## src/rtl/button_conditioner_pkg.sv

```systemverilog
// Shared game-control types: button channel FSM states, game state/mode enums
// and default button timing constants.
package button_conditioner_pkg;

  typedef enum logic [1:0] {
    IDLE         = 2'd0,
    PRESS_WAIT   = 2'd1,
    HELD         = 2'd2,
    RELEASE_WAIT = 2'd3
  } btn_state_e;

  typedef enum logic [1:0] {
    GAME_ATTRACT = 2'd0,
    GAME_PLAY    = 2'd1,
    GAME_PAUSE   = 2'd2,
    GAME_OVER    = 2'd3
  } game_state_e;

  typedef enum logic [0:0] {
    MODE_SINGLE = 1'b0,
    MODE_VERSUS = 1'b1
  } game_mode_e;

  localparam int DEF_NUM_BTN         = 5;
  localparam int DEF_DEBOUNCE_CYCLES = 250000;
  localparam int DEF_REPEAT_DELAY    = 5000000;
  localparam int DEF_REPEAT_PERIOD   = 2500000;
  localparam logic [4:0] DEF_REPEAT_MASK = 5'b11110;

  // Counters are cleared on every state change, so one spare bit above the
  // largest terminal count is enough to guarantee they never wrap.
  function automatic int cnt_width(input int a, input int b, input int c);
    int m;
    m = (a > b) ? a : b;
    m = (m > c) ? m : c;
    return $clog2(m) + 1;
  endfunction

endpackage

```

## src/rtl/btn_debounce_ch.sv

```systemverilog
// One button channel: two-flop synchroniser, debounce FSM and optional
// auto-repeat counter (BTN_REPEAT_EN). Outputs are registered.
module btn_debounce_ch
  import button_conditioner_pkg::*;
#(
  parameter int DEBOUNCE_CYCLES = DEF_DEBOUNCE_CYCLES,
`ifdef BTN_REPEAT_EN
  parameter int REPEAT_DELAY    = DEF_REPEAT_DELAY,
  parameter int REPEAT_PERIOD   = DEF_REPEAT_PERIOD,
  parameter bit REPEAT_EN       = 1'b0,
`endif
  parameter int CNT_W           = 24
) (
  input  logic clk,
  input  logic nrst,
  input  logic raw,
  output logic pulse,
  output logic pulse_nxt,
  output logic level
);

  logic [1:0]       sync_r;
  logic             sync_s;
  btn_state_e       state_r, state_s;
  logic [CNT_W-1:0] cnt_r, cnt_s;
  logic             level_r, level_s;
  logic             pulse_r;
  logic             fsm_pulse_s;
  logic             rep_pulse_s;

  assign sync_s = sync_r[1];

  // Synchroniser, FSM state, counter and output registers
  always_ff @(posedge clk or negedge nrst) begin
    if (!nrst) begin
      sync_r  <= 2'b00;
      state_r <= IDLE;
      cnt_r   <= '0;
      level_r <= 1'b0;
      pulse_r <= 1'b0;
    end else begin
      sync_r  <= {sync_r[0], raw};
      state_r <= state_s;
      cnt_r   <= cnt_s;
      level_r <= level_s;
      pulse_r <= pulse_nxt;
    end
  end

  // Debounce next-state, counter and level/press-pulse decode
  always_comb begin
    state_s     = state_r;
    cnt_s       = cnt_r;
    level_s     = level_r;
    fsm_pulse_s = 1'b0;
    case (state_r)
      IDLE: begin
        if (sync_s) begin
          state_s = PRESS_WAIT;
          cnt_s   = '0;
        end else begin
          cnt_s   = '0;
        end
      end
      PRESS_WAIT: begin
        if (!sync_s) begin
          state_s = IDLE;
          cnt_s   = '0;
        end else if (cnt_r == CNT_W'(DEBOUNCE_CYCLES - 1)) begin
          state_s     = HELD;
          cnt_s       = '0;
          level_s     = 1'b1;
          fsm_pulse_s = 1'b1;
        end else begin
          cnt_s = cnt_r + CNT_W'(1'b1);
        end
      end
      HELD: begin
        if (!sync_s) begin
          state_s = RELEASE_WAIT;
          cnt_s   = '0;
        end else begin
          state_s = HELD;
        end
      end
      RELEASE_WAIT: begin
        // A return to HELD is the same press, so it must not pulse again.
        if (sync_s) begin
          state_s = HELD;
          cnt_s   = '0;
        end else if (cnt_r == CNT_W'(DEBOUNCE_CYCLES - 1)) begin
          state_s = IDLE;
          cnt_s   = '0;
          level_s = 1'b0;
        end else begin
          cnt_s = cnt_r + CNT_W'(1'b1);
        end
      end
      default: begin
        state_s = IDLE;
        cnt_s   = '0;
        level_s = 1'b0;
      end
    endcase
  end

`ifdef BTN_REPEAT_EN
  logic [CNT_W-1:0] rcnt_r, rcnt_s;
  logic             rphase_r, rphase_s;

  // Repeat counter and first-delay-done flag registers
  always_ff @(posedge clk or negedge nrst) begin
    if (!nrst) begin
      rcnt_r   <= '0;
      rphase_r <= 1'b0;
    end else begin
      rcnt_r   <= rcnt_s;
      rphase_r <= rphase_s;
    end
  end

  // Repeat timing: runs only while staying in HELD, cleared on any other path
  always_comb begin
    rcnt_s      = rcnt_r;
    rphase_s    = rphase_r;
    rep_pulse_s = 1'b0;
    if (REPEAT_EN && (state_r == HELD) && (state_s == HELD)) begin
      if (!rphase_r && (rcnt_r == CNT_W'(REPEAT_DELAY - 1))) begin
        rep_pulse_s = 1'b1;
        rcnt_s      = '0;
        rphase_s    = 1'b1;
      end else if (rphase_r && (rcnt_r == CNT_W'(REPEAT_PERIOD - 1))) begin
        rep_pulse_s = 1'b1;
        rcnt_s      = '0;
      end else begin
        rcnt_s = rcnt_r + CNT_W'(1'b1);
      end
    end else begin
      rcnt_s   = '0;
      rphase_s = 1'b0;
    end
  end
`else
  assign rep_pulse_s = 1'b0;
`endif

  assign pulse_nxt = fsm_pulse_s | rep_pulse_s;
  assign pulse     = pulse_r;
  assign level     = level_r;

endmodule

```

## src/rtl/button_conditioner.sv

```systemverilog
// Button front end: NUM_BTN independent debounce channels plus a registered
// OR of their strobes. Define BTN_REPEAT_EN to enable auto-repeat.
module button_conditioner
  import button_conditioner_pkg::*;
#(
  parameter int               NUM_BTN         = DEF_NUM_BTN,
  parameter int               DEBOUNCE_CYCLES = DEF_DEBOUNCE_CYCLES,
  parameter int               REPEAT_DELAY    = DEF_REPEAT_DELAY,
  parameter int               REPEAT_PERIOD   = DEF_REPEAT_PERIOD,
  parameter logic [NUM_BTN-1:0] REPEAT_MASK   = DEF_REPEAT_MASK
) (
  input  logic               clk,
  input  logic               nrst,
  input  logic [NUM_BTN-1:0] btn_raw,
  output logic [NUM_BTN-1:0] btn_pulse,
  output logic [NUM_BTN-1:0] btn_level,
  output logic               any_pulse
);

  localparam int CNT_W = cnt_width(DEBOUNCE_CYCLES, REPEAT_DELAY, REPEAT_PERIOD);

  logic [NUM_BTN-1:0] pulse_nxt_s;
  logic               any_pulse_r;

  for (genvar i = 0; i < NUM_BTN; i++) begin : g_ch
    btn_debounce_ch #(
      .DEBOUNCE_CYCLES (DEBOUNCE_CYCLES),
`ifdef BTN_REPEAT_EN
      .REPEAT_DELAY    (REPEAT_DELAY),
      .REPEAT_PERIOD   (REPEAT_PERIOD),
      .REPEAT_EN       (REPEAT_MASK[i]),
`endif
      .CNT_W           (CNT_W)
    ) u_ch (
      .clk       (clk),
      .nrst      (nrst),
      .raw       (btn_raw[i]),
      .pulse     (btn_pulse[i]),
      .pulse_nxt (pulse_nxt_s[i]),
      .level     (btn_level[i])
    );
  end

  // OR of next-cycle strobes so any_pulse lands in the same cycle as btn_pulse
  always_ff @(posedge clk or negedge nrst) begin
    if (!nrst) begin
      any_pulse_r <= 1'b0;
    end else begin
      any_pulse_r <= |pulse_nxt_s;
    end
  end

  assign any_pulse = any_pulse_r;

endmodule

```

## config.mk

```make
export PLATFORM = sky130hd
export DESIGN_NAME = button_conditioner
export DESIGN_NICKNAME = d
export VERILOG_FILES = /design/src/rtl/button_conditioner_pkg.sv /design/src/rtl/btn_debounce_ch.sv /design/src/rtl/button_conditioner.sv
export SDC_FILE = /design/constraint.sdc
export NUM_CORES = 1
export LEC_CHECK = 0
export CAP_MARGIN = 20
export CORE_MARGIN = 1.5
export CORE_UTILIZATION = 58
export DETAILED_ROUTE_END_ITERATION = 16
export HOLD_SLACK_MARGIN = 0.05
export PLACE_DENSITY = 0.87
export SYNTH_ARGS = -nofsm -noshare
export SYNTH_HDL_FRONTEND = slang
export SYNTH_SLANG_ARGS = --single-unit
```

## constraint.sdc

```tcl
create_clock -name clk -period 3.6 [get_ports clk]
set_clock_uncertainty 0.15 [all_clocks]
set_input_delay 0.72 -clock clk [delete_from_list [all_inputs] [get_ports clk]]
set_output_delay 0.72 -clock clk [all_outputs]
set_load 0.05 [all_outputs]
```

==> metrics list <==
- Final setup violation count: 0
- Number of library cell types mapped by synthesis: 64
- The initialized floorplan defines 42 standard-cell rows.
* Count of state elements after synthesis: around 150
* Layout cell share with drive strength beyond 1: 6.98%
* PwrDens: 415 mW/mm^2
- Detailed placement ended at an HPWL of 10900 microns.
- Antenna cell count: 0
- Clock-pin slew was measured on the worst setup and hold paths at approximately 0.06 ns.
- Primary FF master, synth: sky130_fd_sc_hd__dfrtp_1
* Wire length reported by the detailed router: 16700 microns
- Run status: complete, no violations
- Gates resized during post-CTS repair numbered 0.
* Post-route fraction of the period consumed by the critical path: 78.0%
- The first global-routing pass estimated 29000 microns of wire.
* Placer Congestion: 0.869
* Pin count of the biggest net entering global routing: 73
- In this run the count of I/O pins placed on the die edge is 18.
- Vias in the first global route: between 6000 and 7000
- TritonCTS built the clock tree.
- Clock tree synthesis inserted a total of 17 buffers.
- Headroom to the max-slew limit came out at 41.5%.
- Count of fill cells added during filler insertion: 1026
* DRC marker count from the first detailed-route iteration: 542
- The die is 120 microns wide.
- Height of the die: 120 microns
* Layout area overhead: 10.4%
- At the worst endpoint, the required time is ~3.7 ns.
- The number of antenna violations at the first check in global routing came to 0.
* Worst Setup Start Kind: flop
- Number of max-slew violations in the final report: 0
* Maximum achievable frequency: between 300 and 400 MHz
- Crit. End Element: flop
- The number of failing hold endpoints at the final stage is 0.
* Number of flops mapped to enable cells by yosys: 0
* Remaining DRCs: 0
- Yosys printed 0 warnings.
- Buffers inserted to repair hold after CTS numbered 0.
- Initial cell density of the core: between 50% and 60%
- At the later pin of the worst-skew pair, clock insertion delay measures 0.43 ns.
- Cell at the root of the clock tree: sky130_fd_sc_hd__clkbuf_16
* Mean post-synth cell area: 9.33 sq um
- Max Buffers Root-to-Sink: 2
- Type of the worst setup path: flop to flop
* Data arrival time at the worst-slack endpoint: 2.94 ns
- OpenSTA, run right after detailed placement, puts the worst setup slack at 0.825 ns.
- Count of buffers from port buffering: 17
- Maximum vdd drop: 400 uV
- Across all setup checks in the final design, the least slack found is 0.794 ns.
* Maximum net fanout on the critical path: 18
* Number of levels in the clock H-tree: 4
- Via density: 6.29
- Total setup buffers inserted after CTS: 0
- The detailed router placed 6514 vias in this run.
- For the pin with the worst max-slew slack, the measured transition is 0.870 ns.
- Unrepaired setup endpoints after global routing: no
- # nets final: 859
- Hold Worst Slack: 0.0516 ns
* Initial DRT Pass Iterations: 5
- Subtracting the final worst setup slack from the clock period gives 2.81 ns.
* Post-Synthesis Net Count: 863
- The path class of the tightest hold or removal check is primary input to async pin.
* Sequential area share after synthesis: between 40% and 50%
- Drt wl/cell: 16.1 microns
* Most common cell after layout, fill and taps aside: sky130_fd_sc_hd__dfrtp_1
* Die outline area: about 0.014 sq mm
- Counting flops with an async set or reset pin after synthesis yields a share of 100%.
- Max-cap violations in this run came to 0.
- The synthesized netlist occupies a cell area of between 0.007 and 0.008 sq mm.
- Total clock sinks: between 150 and 200
- Cells after Synth: 851
* Total global-route track usage: roughly 25%
- After routing, the total negative slack on setup checks comes to 0 ns.
* Commonest cells after routing, fill and taps aside: sky130_fd_sc_hd__dfrtp_1, sky130_fd_sc_hd__nand3_1, sky130_fd_sc_hd__nand2_1
- The floorplan step defined a core boundary enclosing 0.0133 sq mm.
- Leakage dissipation: 3.65 nW
* Congestion Overflow GR: 0
- Once detail routing completed, the nets flagged for antenna violations numbered 0.
## layout make-up
class	count	area (sq um)	area share, %
inverters	22	82.6	0.942
well taps	176	220	2.51
flip-flops and latches	151	3780	43.1
repair buffers	24	236	2.70
multi-input cells	631	3850	43.9
clock buffers	19	443	5.05
clock inverters	13	155	1.77
## flip-flops by register name, indices dropped and copies added (netlist names), named ones only
signal / flops
g_ch.u_ch.state_r: 5
g_ch.u_ch.cnt_r: 120
g_ch.u_ch.level: 5
g_ch.u_ch.sync_r: 10
any_pulse: 1
g_ch.u_ch.pulse: 5
## kinds of logic (layout without fill, tap and decap cells)
group | count (synthesis) | in the layout | synth area share, %
mux | 12 | 12 | 1.58
fa+ha+maj | 5 | 5 | 0.788
xor+xnor | 41 | 41 | 4.52
buf+inv | 69 | 78 | 4.00
simple gates | 388 | 388 | 26.5
flops | 151 | 151 | 47.6
compound gates | 185 | 185 | 15.1
## where the power goes
part	total, mW	leakage (nW)	internal (mW)	switching, mW
Combinational	0.124	1.29	0.0364	0.0875
Sequential	1.73	2.07	1.71	0.0193
Clock	1.79	0.288	1.10	0.684
## metrics by stage
stage	utilization, %	cells	area (sq um)	total power, mW
after global placement	61.4	1004	8170	1.88
after global routing	65.9	1036	8760	3.77
final	65.9	1036	8760	3.64
after floorplan	-	851	7940	1.83
after detailed placement	61.4	1004	8170	1.89
after CTS	65.9	1036	8760	3.68
## path summary, 6_finish.rpt
check	start	end	slack, ns	cells after the start
worst max-delay path	g_ch[2].u_ch.cnt_r[6]	g_ch[2].u_ch.cnt_r[6]	0.79	5
worst min-delay path	nrst	g_ch[3].u_ch.cnt_r[11]	0.05	1
worst min register to register	g_ch[0].u_ch.sync_r[0]	g_ch[0].u_ch.sync_r[1]	0.21	0
worst max register to register	g_ch[2].u_ch.cnt_r[6]	g_ch[2].u_ch.cnt_r[6]	0.79	5
max in group asynchronous	nrst	g_ch[4].u_ch.cnt_r[8]	2.40	2
min in group clk	g_ch[0].u_ch.sync_r[0]	g_ch[0].u_ch.sync_r[1]	0.21	0
## worst max-delay path, cell delays in order (launching register included)
cell	delay, ns
sky130_fd_sc_hd__dfrtp_1	0.43
sky130_fd_sc_hd__or4b_2	0.64
sky130_fd_sc_hd__nor3_1	0.41
sky130_fd_sc_hd__a21boi_0	0.24
sky130_fd_sc_hd__a21oi_2	0.66
sky130_fd_sc_hd__nor2_1	0.12
## per-layer routing
layer | part of all wire (%) | vias to the layer above | global-route usage [%]
li1 | - | 3163 | -
met1 | 47 | 3180 | 35.1
met2 | 47 | 150 | 38.7
met3 | 4.3 | 21 | 5.51
met4 | 1.4 | 0 | 9.30
met5 | 0 | - | 0
## synthesized netlist by cell type, types with 3 or more instances
master / instances / area, sq um
sky130_fd_sc_hd__a41oi_1: 13 / 114
sky130_fd_sc_hd__mux2i_1: 8 / 80.1
sky130_fd_sc_hd__or2_2: 3 / 18.8
sky130_fd_sc_hd__o21a_1: 3 / 22.5
sky130_fd_sc_hd__and4_1: 15 / 131
sky130_fd_sc_hd__clkbuf_1: 27 / 101
sky130_fd_sc_hd__nor2_1: 61 / 229
sky130_fd_sc_hd__nor4_1: 25 / 156
sky130_fd_sc_hd__o211ai_1: 5 / 37.5
sky130_fd_sc_hd__and3_1: 25 / 156
sky130_fd_sc_hd__nand3b_1: 4 / 30.0
sky130_fd_sc_hd__and2_1: 11 / 68.8
sky130_fd_sc_hd__nor2b_1: 4 / 25.0
sky130_fd_sc_hd__o21ai_0: 33 / 165
sky130_fd_sc_hd__xnor2_1: 7 / 61.3
sky130_fd_sc_hd__nand3_1: 75 / 375
sky130_fd_sc_hd__xor2_1: 34 / 298
sky130_fd_sc_hd__nor3_1: 12 / 60.1
sky130_fd_sc_hd__nand2b_1: 11 / 68.8
sky130_fd_sc_hd__or3_1: 13 / 81.3
sky130_fd_sc_hd__nand2_1: 70 / 263
sky130_fd_sc_hd__a21oi_1: 49 / 245
sky130_fd_sc_hd__mux2_2: 4 / 45.0
sky130_fd_sc_hd__or4_1: 5 / 37.5
sky130_fd_sc_hd__dfrtp_1: 151 / 3780
sky130_fd_sc_hd__buf_4: 11 / 82.6
sky130_fd_sc_hd__o31ai_1: 3 / 22.5
sky130_fd_sc_hd__buf_1: 5 / 18.8
sky130_fd_sc_hd__nand4_1: 31 / 194
sky130_fd_sc_hd__inv_1: 22 / 82.6
sky130_fd_sc_hd__ha_1: 5 / 62.6
sky130_fd_sc_hd__a22o_1: 8 / 70.1
sky130_fd_sc_hd__a21o_1: 8 / 60.1
sky130_fd_sc_hd__nor4b_1: 8 / 70.1
sky130_fd_sc_hd__a31oi_1: 40 / 250
No activity file was read; power rests on OpenSTA's default activity.
